## src/rtl/hidden_neuron_mac.sv

```systemverilog
// hidden_neuron_mac
// Time-multiplexed hidden-layer neuron. On start, it captures N_IN unsigned
// activations, N_IN signed weights and a signed bias. It then accumulates
// bias + sum(in[i] * w[i]) on a single multiplier, one term per cycle.
// The sum is arithmetic-shifted right by SHIFT and ReLU-clamped into an
// unsigned OUT_W result, which is offered on a valid/ready handshake.
//
// Ports
//   clk        system clock, rising edge
//   rst        synchronous reset, active-high
//   start      evaluate request, only honoured in IDLE
//   in_val     packed unsigned activations, element i at [i*IN_W +: IN_W]
//   weight     packed signed weights, element i at [i*W_W +: W_W]
//   bias       signed bias
//   busy       high while accumulating (MAC) or activating (ACT)
//   out_valid  result available (HOLD)
//   out_ready  downstream accepts the result
//   out_val    activated result, kept until the next activation
//   out_sat    result clipped at 2^OUT_W-1
module hidden_neuron_mac #(
  parameter int N_IN  = 10,
  parameter int IN_W  = 10,
  parameter int W_W   = 10,
  parameter int B_W   = 16,
  parameter int ACC_W = 26,
  parameter int SHIFT = 0,
  parameter int OUT_W = 10
) (
  input  logic                   clk,
  input  logic                   rst,
  input  logic                   start,
  input  logic [N_IN*IN_W-1:0]   in_val,
  input  logic [N_IN*W_W-1:0]    weight,
  input  logic signed [B_W-1:0]  bias,
  output logic                   busy,
  output logic                   out_valid,
  input  logic                   out_ready,
  output logic [OUT_W-1:0]       out_val,
  output logic                   out_sat
);

  localparam int PROD_W = IN_W + W_W + 1;
  localparam int IDX_W  = (N_IN > 1) ? $clog2(N_IN) : 1;
  localparam logic [IDX_W-1:0] IDX_LAST = IDX_W'(N_IN - 1);

  typedef enum logic [1:0] {S_IDLE, S_MAC, S_ACT, S_HOLD} state_t;

  state_t                  state_q, state_d;
  logic [N_IN*IN_W-1:0]    in_snap_q, in_snap_d;
  logic [N_IN*W_W-1:0]     w_snap_q, w_snap_d;
  logic [IDX_W-1:0]        idx_q, idx_d;
  logic signed [ACC_W-1:0] acc_q, acc_d;
  logic [OUT_W-1:0]        out_val_q, out_val_d;
  logic                    out_sat_q, out_sat_d;

  // Unpacked views of the captured operands so the MAC can index by idx_q.
  logic [IN_W-1:0]         in_arr [N_IN];
  logic [W_W-1:0]          w_arr  [N_IN];

  generate
    for (genvar gi = 0; gi < N_IN; gi++) begin : g_unpack
      assign in_arr[gi] = in_snap_q[gi*IN_W +: IN_W];
      assign w_arr[gi]  = w_snap_q[gi*W_W +: W_W];
    end
  endgenerate

  logic [IN_W-1:0]          in_sel;
  logic [W_W-1:0]           w_sel;
  logic signed [PROD_W-1:0] in_ext, w_ext, prod;
  logic signed [ACC_W-1:0]  prod_ext, bias_ext, shifted;
  logic                     shifted_over;

  always_comb begin
    in_sel   = in_arr[idx_q];
    w_sel    = w_arr[idx_q];
    // Activation is zero-extended and weight sign-extended to the full
    // product width, so one signed multiply covers the mixed-sign case.
    in_ext   = $signed({{(W_W + 1){1'b0}}, in_sel});
    w_ext    = $signed({{(IN_W + 1){w_sel[W_W-1]}}, w_sel});
    prod     = in_ext * w_ext;
    prod_ext = $signed({{(ACC_W - PROD_W){prod[PROD_W-1]}}, prod});
    bias_ext = $signed({{(ACC_W - B_W){bias[B_W-1]}}, bias});
    shifted  = acc_q >>> SHIFT;
    // For a non-negative value, any set bit above OUT_W-1 means it exceeds
    // 2^OUT_W-1.
    shifted_over = |shifted[ACC_W-2:OUT_W];
  end

  always_comb begin
    state_d   = state_q;
    in_snap_d = in_snap_q;
    w_snap_d  = w_snap_q;
    idx_d     = idx_q;
    acc_d     = acc_q;
    out_val_d = out_val_q;
    out_sat_d = out_sat_q;
    case (state_q)
      S_IDLE: begin
        if (start) begin
          in_snap_d = in_val;
          w_snap_d  = weight;
          acc_d     = bias_ext;
          idx_d     = '0;
          state_d   = S_MAC;
        end
      end
      S_MAC: begin
        acc_d = acc_q + prod_ext;
        if (idx_q == IDX_LAST) begin
          idx_d   = '0;
          state_d = S_ACT;
        end else begin
          idx_d = idx_q + IDX_W'(1);
        end
      end
      S_ACT: begin
        if (shifted[ACC_W-1]) begin
          out_val_d = '0;
          out_sat_d = 1'b0;
        end else if (shifted_over) begin
          out_val_d = '1;
          out_sat_d = 1'b1;
        end else begin
          out_val_d = shifted[OUT_W-1:0];
          out_sat_d = 1'b0;
        end
        state_d = S_HOLD;
      end
      S_HOLD: begin
        if (out_ready) state_d = S_IDLE;
      end
      default: state_d = S_IDLE;
    endcase
  end

  always_ff @(posedge clk) begin
    if (rst) begin
      state_q   <= S_IDLE;
      in_snap_q <= '0;
      w_snap_q  <= '0;
      idx_q     <= '0;
      acc_q     <= '0;
      out_val_q <= '0;
      out_sat_q <= 1'b0;
    end else begin
      state_q   <= state_d;
      in_snap_q <= in_snap_d;
      w_snap_q  <= w_snap_d;
      idx_q     <= idx_d;
      acc_q     <= acc_d;
      out_val_q <= out_val_d;
      out_sat_q <= out_sat_d;
    end
  end

  assign busy      = (state_q == S_MAC) || (state_q == S_ACT);
  assign out_valid = (state_q == S_HOLD);
  assign out_val   = out_val_q;
  assign out_sat   = out_sat_q;

endmodule
```

## config.mk

```make
export PLATFORM = sky130hd
export DESIGN_NAME = hidden_neuron_mac
export DESIGN_NICKNAME = d
export VERILOG_FILES = /design/src/rtl/hidden_neuron_mac.sv
export SDC_FILE = /design/constraint.sdc
export NUM_CORES = 1
export LEC_CHECK = 0
export ABC_AREA = 1
export ABC_CLOCK_PERIOD_IN_PS = 6600
export CORE_ASPECT_RATIO = 1.1
export CORE_MARGIN = 5
export CORE_UTILIZATION = 40
export CTS_BUF_LIST = sky130_fd_sc_hd__clkbuf_8
export CTS_CLUSTER_SIZE = 8
export DETAILED_ROUTE_END_ITERATION = 16
export GPL_TIMING_DRIVEN = 0
export SLEW_MARGIN = 20
export SYNTH_ARGS = -nofsm -noshare
export SYNTH_HDL_FRONTEND = slang
export SYNTH_SLANG_ARGS = --single-unit
```

## constraint.sdc

```tcl
create_clock -name clk -period 6.6 [get_ports clk]
set_input_delay 0.99 -clock clk [delete_from_list [all_inputs] [get_ports clk]]
set_output_delay 0.99 -clock clk [all_outputs]
set_load 0.01 [all_outputs]
```

; ---- Word level (Yosys, flattened, before mapping)
; Index checks and enable logic that the tools add are counted.
[word_totals]
wordCells = 45
regBits = 243
[classes]
n_lt_le_gt_ge = 1
n_eq_ne = 7
n_reduce_logical = 7
n_mul = 1
bitwise_logic = 1
add_sub_neg = 2
muxes = 19
[ops]
columns = op, n
row1 = 10-bit binary-select mux with 4-bit select, 2
row2 = 10-bit two-way mux, 6
row3 = 26-bit one-hot mux with 2 select lines, 1
row4 = 26-bit by 21-bit adder with 26-bit output, 1
row5 = 26-bit two-way mux, 1
row6 = 11-bit by 10-bit multiplier with 21-bit output, 1
row7 = 15-bit OR reduction, 1
row8 = 4-bit two-way mux, 2
row9 = 2-bit one-hot mux with 4 select lines, 1
row10 = 4-bit one-hot mux with 2 select lines, 1
row11 = 2-bit two-way mux, 3
row12 = 5-bit greater-or-equal comparator (second input constant), 1
row13 = 4-bit inverter with 5-bit output, 1
row14 = 4-bit by 1-bit adder with 4-bit output (second input constant), 1
row15 = 2-bit == test (second input constant), 2
row16 = 4-bit == test (second input constant), 1
row17 = 2-bit inequality test (second input constant), 2
row18 = 2-bit AND reduction, 2
row19 = 3-bit AND reduction, 1
row20 = 2-bit by 1-bit == test with 1-bit output (second input constant), 1
row21 = 2-bit logical NOT, 1
row22 = 1-bit two-way mux, 2
row23 = 2-bit by 1-bit inequality test with 1-bit output (second input constant), 1
row24 = 2-bit nonzero test, 1
row25 = 1-bit logical OR, 1

; ---- Depth between registers and ports, before layout
; Gate-level depths: netlist of run 1.
[depth]
ltp_word = 7
mapped_depth = 32

; ---- Worst setup path after synthesis of run 1
; Ideal clock, no wire load.
[synth_timing]
path_type = reg-to-reg
startpoint = register idx_q[0]
endpoint = register acc_q[14]
setup_ps = 132
required_time_ps = 6468
slack_ps = 1349
t_arrival_ps = 5119
path_buffers = 3
path_stages_with_launch = 27
period_less_slack_ps = 5251
path_cell_list = dfxtp_1 -> buf_6 -> buf_6 -> buf_4 -> nor2_1 -> o221ai_1 -> o211ai_2 -> o21ai_4 -> nand2_1 -> fa_1 -> fa_1 -> fa_1 -> inv_1 -> fa_1 -> inv_1 -> fa_1 -> inv_1 -> ha_1 -> nand2_1 -> nor2_1 -> nand2_1 -> o211ai_1 -> nand2_1 -> nand3_1 -> nand3_1 -> nand2_1 -> a21oi_1
[synth_via]
elab_chain_cells = 7
[synth_lines]
columns = item, line
row1 = "start, declared", 51  ; logic [IDX_W-1:0] idx_q, idx_d;
row2 = "start signal, assigned", 149  ; idx_q <= idx_d;
row3 = 4-bit inverter with 5-bit output (not written as such) *, "74, 75"
row4 = "10-bit binary-select mux with 4-bit select, on equally long branches", "74, 75"
row5 = "10-bit two-way mux, on equally long branches (2 in a row)", "74, 75"
row6 = 11-bit by 10-bit multiplier with 21-bit output *, 80  ; prod = in_ext * w_ext;
row7 = 26-bit by 21-bit adder with 26-bit output *, 108  ; acc_d = acc_q + prod_ext;
row8 = 26-bit one-hot mux with 2 select lines *, 97  ; case (state_q)
row9 = "end signal, assigned", 142  ; acc_q <= '0;
row10 = "end signal, assigned", 150  ; acc_q <= acc_d;
row11 = "end, declared", 52  ; logic signed [ACC_W-1:0] acc_q, acc_d;
; Mark *: on every way between the ends. The rest lies on a longest branch, timed or not. The select of a mux whose other input is x is not followed.
; A chain may end at the register's enable or synchronous reset.

; ---- Worst setup path in the final report of run 1
[layout_timing]
startpoint = register idx_q[0]
endpoint = register acc_q[12]
; Same word-level chain as after synthesis.

==> flow_metrics.py, run 1 <==
metrics = {
    "floorplanning": {
        "floorplan.initialDensity": 0.4025,
        "core-area_sq_um": 38010,
        "die_w_um": 196.5,
        "dieArea_sq_um": 42260,
        "fp.dieH_um": 215.1,
        "io_pins": 233,
        "row_count": 75,
    },
    "min_path": {
        "hold_start": "w_snap_q[29]$_SDFFE_PP0P_",
        "hold_class": "reg2reg",
        "hold_path_depth": 2,
        "min_to": "w_snap_q[29]$_SDFFE_PP0P_",
    },
    "synthesis": {
        "postSynthCellCount": 2094,
        "synth_ff_type": "dfxtp_1",
        "async_flop_share": 0,
        "synth_nets": 2480,
        "syn-mean-instance-area_sq_um": 7.305,
        "netlist_area_sq_um": 15300,
        "synth-seq-area-share": 0.3180,
        "yosysUniqueCellTypes": 39,
        "ys_ff_latch": 243,
        "synth-edff-count": 0,
        "yosysWarnings": 0,
    },
    "drt": {
        "ant_nets": 0,
        "wl_per_cell_um": 18.78,
        "routed_wirelength_mm": 54.57,
        "viasPerCell": 5.090,
        "vias": 14790,
        "drtIter0Drc": 1012,
        "drt_first_pass_iters": 5,
        "drc_errors": 0,
    },
    "finish": {
        "final_cell_mix": "nor2_1 (512), o21ai_0 (296), nand2_1 (245)",
        "fin_area_sq_um": 19300,
        "layout_commonest_cell": "nor2_1",
        "syn2layout_area_growth_pct": 26.15,
        "num_antenna_cells": 0,
        "drive_gt1_frac": 0.07651,
        "nets": 2762,
        "instances_no_fill": 2905,
    },
    "cts": {
        "cts_root_buf": "clkbuf_8",
        "numCtsBuffers": 44,
        "clock_sinks": 243,
        "cts_max_level": 2,
        "cts_tree": "built",
        "clk_latency_ns": 0.60,
        "clkTransAtPathRegs_ns": 0.07,
        "postCtsHoldBufs": 0,
        "clock_path_buffers": 3,
    },
    "grt": {
        "grt_pass1_wl_mm": 83.99,
        "grt_pass1_vias": 15020,
        "grt_max_degree": 14,
        "overflow": 0,
        "grt.total_usage": 0.2530,
        "antenna_found_initial": 0,
    },
    "place": {
        "portBuffers": 232,
        "place_inst": 2826,
        "placed_cell_area_sq_um": 18250,
        "routabilityCongestion": 0.9633,
        "post-dp-hpwl_mm": 44.37,
    },
    "sta": {
        "finalCritPeriodShare": 0.9512,
        "hold_viol_final": 0,
        "finalSetupViolations": 0,
        "min_period_ns": 6.278,
        "rsz0062_at_grt": "no",
        "final_max_slew_viol_count": 0,
        "worst_pin_slew_ns": 0.8037,
        "relSlewSlack": 0.4642,
        "fmax_ghz": 0.1593,
        "finalClockSkew_ns": 0.02901,
    },
    "setup_path": {
        "r2r_end": "acc_q[12]$_SDFFE_PP0P_",
        "start_kind": "register",
        "r2r_slack_ns": 0.32,
        "ff2ff_path_depth": 27,
        "crit_type": "reg2reg",
        "crit_path_end_kind": "register",
        "cp-startpoint": "idx_q[0]$_SDFFE_PP0P_",
        "worstReg2RegStart": "idx_q[0]$_SDFFE_PP0P_",
        "arrival_ns": 6.72,
        "path_max_fanout": 12,
        "crit_required_ns": 7.05,
    },
    "pwr": {
        "finalPower_w": 0.01054,
        "cellLeakagePower_nw": 8.755,
        "ir_drop_v": 0.0003425,
        "power_density_nw_per_um2": 546.1,
    },
    "flow_run": {
        "drv_cap": 0,
    },
    "run_status": {
        "status": "finished, final reports clean",
    },
}
==> critical path, stage by stage (launching register included) <==
cell and delay, ns:
dfxtp_2 0.37, buf_6 0.17, inv_4 0.16, buf_6 0.20, buf_4 0.23, nor2_1 0.08
o221ai_1 0.29, nand3_2 0.18, o21ai_4 0.20, nand2_1 0.14, fa_1 0.55, inv_1 0.05
fa_1 0.49, fa_1 0.51, fa_1 0.49, inv_1 0.05, fa_1 0.47, inv_1 0.04
ha_1 0.37, nand2_2 0.13, nor2_2 0.19, nand2_1 0.07, o211ai_1 0.21, nand2_1 0.13
nand3_1 0.10, nand3_1 0.08, nand2_1 0.09, a21oi_1 0.07
==> kinds of logic (layout without fill, tap and decap cells) <==
group                    Yosys count  count (layout)  synth area share
AO/OA/AOI/OAI                    467             467            0.1772
XOR/XNOR                          10              10          0.005726
adder cells (fa/ha/maj)          166             166            0.1765
buffers and inverters            351             662           0.09521
flip-flops                       243             243            0.3180
multiplexers                      17              17           0.01112
AND/OR/NAND/NOR                  840             840            0.2163
==> cell type report <==
cell class,count,area [sq um]
fillers,3828,18710
repair buffers,237,2360
flip-flops and latches,243,4866
well taps,500,625.6
inverters,232,873.3
multi-input cells,1500,9091
clock inverters,23,173.9
plain buffers,118,591.8
clock buffers,52,715.7
==> registers in the layout, indices dropped and copies added (netlist names) <==
name / cells
w_snap_q: 100
idx_q: 4
out_val: 10
in_snap_q: 100
out_sat: 1
state_q: 2
acc_q: 26
==> how the worst max path moves through the flow <==
stage	end	slack [ns]	depth (start not counted)
floorplan	acc_q[14]$_SDFFE_PP0P_	1.35	26
global placement	acc_q[12]$_SDFFE_PP0P_	0.005	26
detailed placement	acc_q[12]$_SDFFE_PP0P_	-0.04	26
CTS	acc_q[12]$_SDFFE_PP0P_	0.05	24
global route	acc_q[12]$_SDFFE_PP0P_	0.04	27
finish	acc_q[12]$_SDFFE_PP0P_	0.32	27
==> where the power goes <==
part | internal, W | total (W) | switching, W
Clock | 0.000800 | 0.00148 | 0.000683
Combinational | 0.00247 | 0.00688 | 0.00441
Sequential | 0.00190 | 0.00218 | 0.000280
==> per-layer routing <==
layer / GRT usage / routed length [um] / vias to the layer above
met1: 0.3225 / 23260 / 6872
met5: 0 / 0 / -
li1: - / - / 7325
met2: 0.4288 / 25800 / 481
met4: 0.09078 / 1977 / 0
met3: 0.04636 / 3533 / 107
==> synth_stat cells (4+ instances only) <==
library cell | instances | area (sq um)
o22ai_1 | 11 | 68.82
nand2_1 | 246 | 923.4
nand3b_1 | 4 | 30.03
buf_6 | 9 | 101.4
o21bai_1 | 4 | 30.03
inv_1 | 226 | 848.3
xor2_1 | 7 | 61.31
nor3_1 | 6 | 30.03
nor2_1 | 514 | 1929
o21ai_2 | 7 | 61.31
o211ai_2 | 9 | 112.6
o21ai_0 | 297 | 1486
inv_2 | 5 | 18.77
a31oi_1 | 15 | 93.84
fa_1 | 83 | 1662
mux2i_1 | 17 | 170.2
nand3_1 | 49 | 245.2
ha_1 | 83 | 1039
dfxtp_1 | 243 | 4865
nand4_1 | 11 | 68.82
buf_4 | 7 | 52.55
o21ai_4 | 10 | 162.7
a21oi_1 | 60 | 300.3
o221ai_1 | 29 | 254.0
buf_2 | 34 | 170.2
clkbuf_1 | 67 | 251.5
o21ai_1 | 19 | 95.09
==> timing repair <==
action | 4_1_cts | 5_1_grt
gates resized for setup | 1 | 41
pin swaps | 0 | 2
setup buffers | 0 | 5
endpoints found under the setup margin | 3 | 17
==> stage by stage <==
step | util | setup slack (ns) | TNS, ns | hold WS (ns)
floorplan | - | 1.349 | 0 | 0.4292
global placement | 0.4801 | 0.004715 | 0 | 0.4572
detailed placement | 0.4801 | -0.04269 | -0.07334 | 0.4573
CTS | 0.5034 | 0.05268 | 0 | 0.4624
global route | 0.5078 | 0.04147 | 0 | 0.4887
finish | 0.5078 | 0.3219 | 0 | 0.4622
No activity file was read; power rests on OpenSTA's default activity.
==> run 2, diff against run 1 <==
--- a/config.mk
+++ b/config.mk
@@ -14,7 +14,6 @@
 export CTS_CLUSTER_SIZE = 8
 export DETAILED_ROUTE_END_ITERATION = 16
 export GPL_TIMING_DRIVEN = 0
-export SLEW_MARGIN = 20
 export SYNTH_ARGS = -nofsm -noshare
 export SYNTH_HDL_FRONTEND = slang
 export SYNTH_SLANG_ARGS = --single-unit
==> results of run 2 <==
No change in the layout: final DEF, timing and power equal those of run 1.
==> run 3, diff against run 2 <==
--- a/config.mk
+++ b/config.mk
@@ -8,12 +8,12 @@
 export ABC_AREA = 1
 export ABC_CLOCK_PERIOD_IN_PS = 6600
 export CORE_ASPECT_RATIO = 1.1
-export CORE_MARGIN = 5
-export CORE_UTILIZATION = 40
+export CORE_MARGIN = 10
+export CORE_UTILIZATION = 45
 export CTS_BUF_LIST = sky130_fd_sc_hd__clkbuf_8
-export CTS_CLUSTER_SIZE = 8
 export DETAILED_ROUTE_END_ITERATION = 16
 export GPL_TIMING_DRIVEN = 0
+export PLACE_DENSITY = 0.68
 export SYNTH_ARGS = -nofsm -noshare
 export SYNTH_HDL_FRONTEND = slang
 export SYNTH_SLANG_ARGS = --single-unit
==> flow_metrics.py, run 3 (synthesis results as in run 1) <==
metrics = {
    "run_status": {
        "status": "finished, final reports clean",
    },
    "pwr": {
        "cellLeakagePower_nw": 8.750,
        "finalPower_w": 0.01070,
        "ir_drop_v": 0.0003892,
        "power_density_nw_per_um2": 557.4,
    },
    "finish": {
        "instances_no_fill": 2837,
        "final_cell_mix": "nor2_1 (513), o21ai_0 (297), nand2_1 (246)",
        "syn2layout_area_growth_pct": 25.45,
        "fillers": 3254,
        "layout_commonest_cell": "nor2_1",
        "num_antenna_cells": 0,
        "nets": 2759,
        "largestRegisters": "in_snap_q x100, w_snap_q x100, acc_q x26",
        "postLayoutCoreUtil": 0.5751,
        "drive_gt1_frac": 0.07152,
    },
    "sta": {
        "finalCritPeriodShare": 0.9608,
        "final_max_slew_viol_count": 0,
        "worst_pin_slew_ns": 1.004,
        "min_period_ns": 6.341,
        "finalSetupViolations": 0,
        "fmax_ghz": 0.1577,
        "finalClockSkew_ns": 0.03583,
        "hold_viol_final": 0,
        "relSlewSlack": 0.3307,
    },
    "cts": {
        "cts_tree": "built",
        "clock_path_buffers": 3,
        "cts_root_buf": "clkbuf_8",
        "clock_sinks": 243,
        "clkTransAtPathRegs_ns": 0.06,
        "postCtsHoldBufs": 0,
        "clk_latency_ns": 0.58,
        "cts_max_level": 2,
        "numCtsBuffers": 43,
    },
    "setup_path": {
        "crit_path_end_kind": "register",
        "r2r_slack_ns": 0.26,
        "cp_num_buf_inv": 7,
        "critPathTopFamily": "adder cells",
        "cp_slowest_cell": "fa_1",
        "path_max_fanout": 10,
        "max_stage_delay_ns": 0.54,
        "crit_type": "reg2reg",
        "crit_required_ns": 7.04,
        "arrival_ns": 6.78,
        "start_kind": "register",
    },
    "floorplanning": {
        "die_w_um": 195.8,
        "core-area_sq_um": 33370,
        "row_count": 70,
        "io_pins": 233,
        "fp.dieH_um": 213.4,
        "floorplan.initialDensity": 0.4584,
        "dieArea_sq_um": 41780,
    },
    "drt": {
        "vias": 14940,
        "ant_nets": 0,
        "wl_per_cell_um": 19.51,
        "viasPerCell": 5.266,
        "drt_first_pass_iters": 5,
        "routed_wirelength_mm": 55.34,
        "drtIter0Drc": 1002,
        "drc_errors": 0,
    },
    "grt": {
        "grt.total_usage": 0.2571,
        "grt_pass1_wl_mm": 84.87,
        "grt_max_degree": 15,
        "antenna_found_initial": 1,
        "overflow": 0,
        "grt_pass1_vias": 14990,
    },
    "flow_run": {
        "drv_cap": 0,
    },
    "place": {
        "place_inst": 2758,
        "post-dp-hpwl_mm": 45.32,
        "routabilityCongestion": 0.9643,
        "portBuffers": 232,
    },
    "min_path": {
        "hold_class": "reg2reg",
    },
}
[run 3: cell count changes in the layout (fill, tap and decap cells not counted), sizes merged]
cell | previous run | this run
buf | 57 | 56
clkinvlp | 1 | 2
clkbuf | 118 | 120
bufinv | 2 | 4
inv | 247 | 243
[run 3: report_power, final]
| group | switching [W] | internal, W | leakage [nW] |
|---|---|---|---|
| Sequential | 0.000295 | 0.00190 | 2.01 |
| Combinational | 0.00446 | 0.00247 | 6.21 |
| Clock | 0.000668 | 0.000909 | 0.531 |
[run 3: per-layer routing]
metal / wire length [um] / vias to the layer above / GRT usage
met3: 3759 / 73 / 0.04858
met2: 25760 / 507 / 0.4288
li1: - / 7318 / -
met1: 24080 / 7043 / 0.3283
met4: 1741 / 0 / 0.08588
met5: 0 / - / 0
[run 3: timing repair]
| item | CTS | global route |
|---|---|---|
| hold endpoints to repair | 0 | 0 |
| pin swaps | 0 | 2 |
| gates resized for setup | 0 | 24 |
| endpoints found under the setup margin | 4 | 17 |
| setup buffers | 0 | 3 |
[run 3: worst register-to-register path, cell delays in order, from the launching register on]
cell and delay [ns]:
dfxtp_2 0.35, buf_6 0.15, inv_4 0.06, buf_6 0.16
buf_4 0.26, nor2_1 0.09, o221ai_1 0.41, nand3_1 0.28
o21ai_4 0.23, nand2_1 0.12, fa_1 0.48, fa_1 0.54
inv_1 0.05, fa_1 0.45, fa_1 0.49, inv_1 0.05
fa_1 0.47, inv_1 0.04, ha_1 0.37, nand2_1 0.16
nor2_2 0.20, nand2_1 0.08, o211ai_1 0.23, nand2_1 0.14
nand3_1 0.11, nand3_1 0.08, nand2_1 0.10, a21oi_1 0.07
[run 3: stage by stage]
stage / TNS (ns) / hold slack [ns] / cell area (sq um) / worst slack, ns
after floorplan: 0 / 0.4292 / 15300 / 1.349
after global placement: -0.01350 / 0.4473 / 18160 / -0.01350
after detailed placement: -0.2129 / 0.4578 / 18160 / -0.09352
after CTS: 0 / 0.4667 / 19120 / 0.01173
after global routing: -0.01198 / 0.4868 / 19190 / -0.01198
final: 0 / 0.4626 / 19190 / 0.2586
[run 3: layout make-up]
type | count | area [sq um] | area share
clock inverter | 22 | 209.0 | 0.01089
inverter | 232 | 873.3 | 0.04551
timing repair buffer | 235 | 2345 | 0.1222
tap | 432 | 540.5 | 0.02817
buffer | 118 | 589.3 | 0.03071
clock buffer | 55 | 757.0 | 0.03945
multi-input combinational | 1500 | 9010 | 0.4695
sequential | 243 | 4866 | 0.2536
[run 3: final timing paths]
check                                                  to  cells past startpoint                      start
worst min register to register  w_snap_q[69]$_SDFFE_PP0P_                      2  w_snap_q[69]$_SDFFE_PP0P_
worst min-delay path            w_snap_q[69]$_SDFFE_PP0P_                      2  w_snap_q[69]$_SDFFE_PP0P_
worst max register to register     acc_q[12]$_SDFFE_PP0P_                     27      idx_q[0]$_SDFFE_PP0P_
worst max-delay path               acc_q[12]$_SDFFE_PP0P_                     27      idx_q[0]$_SDFFE_PP0P_
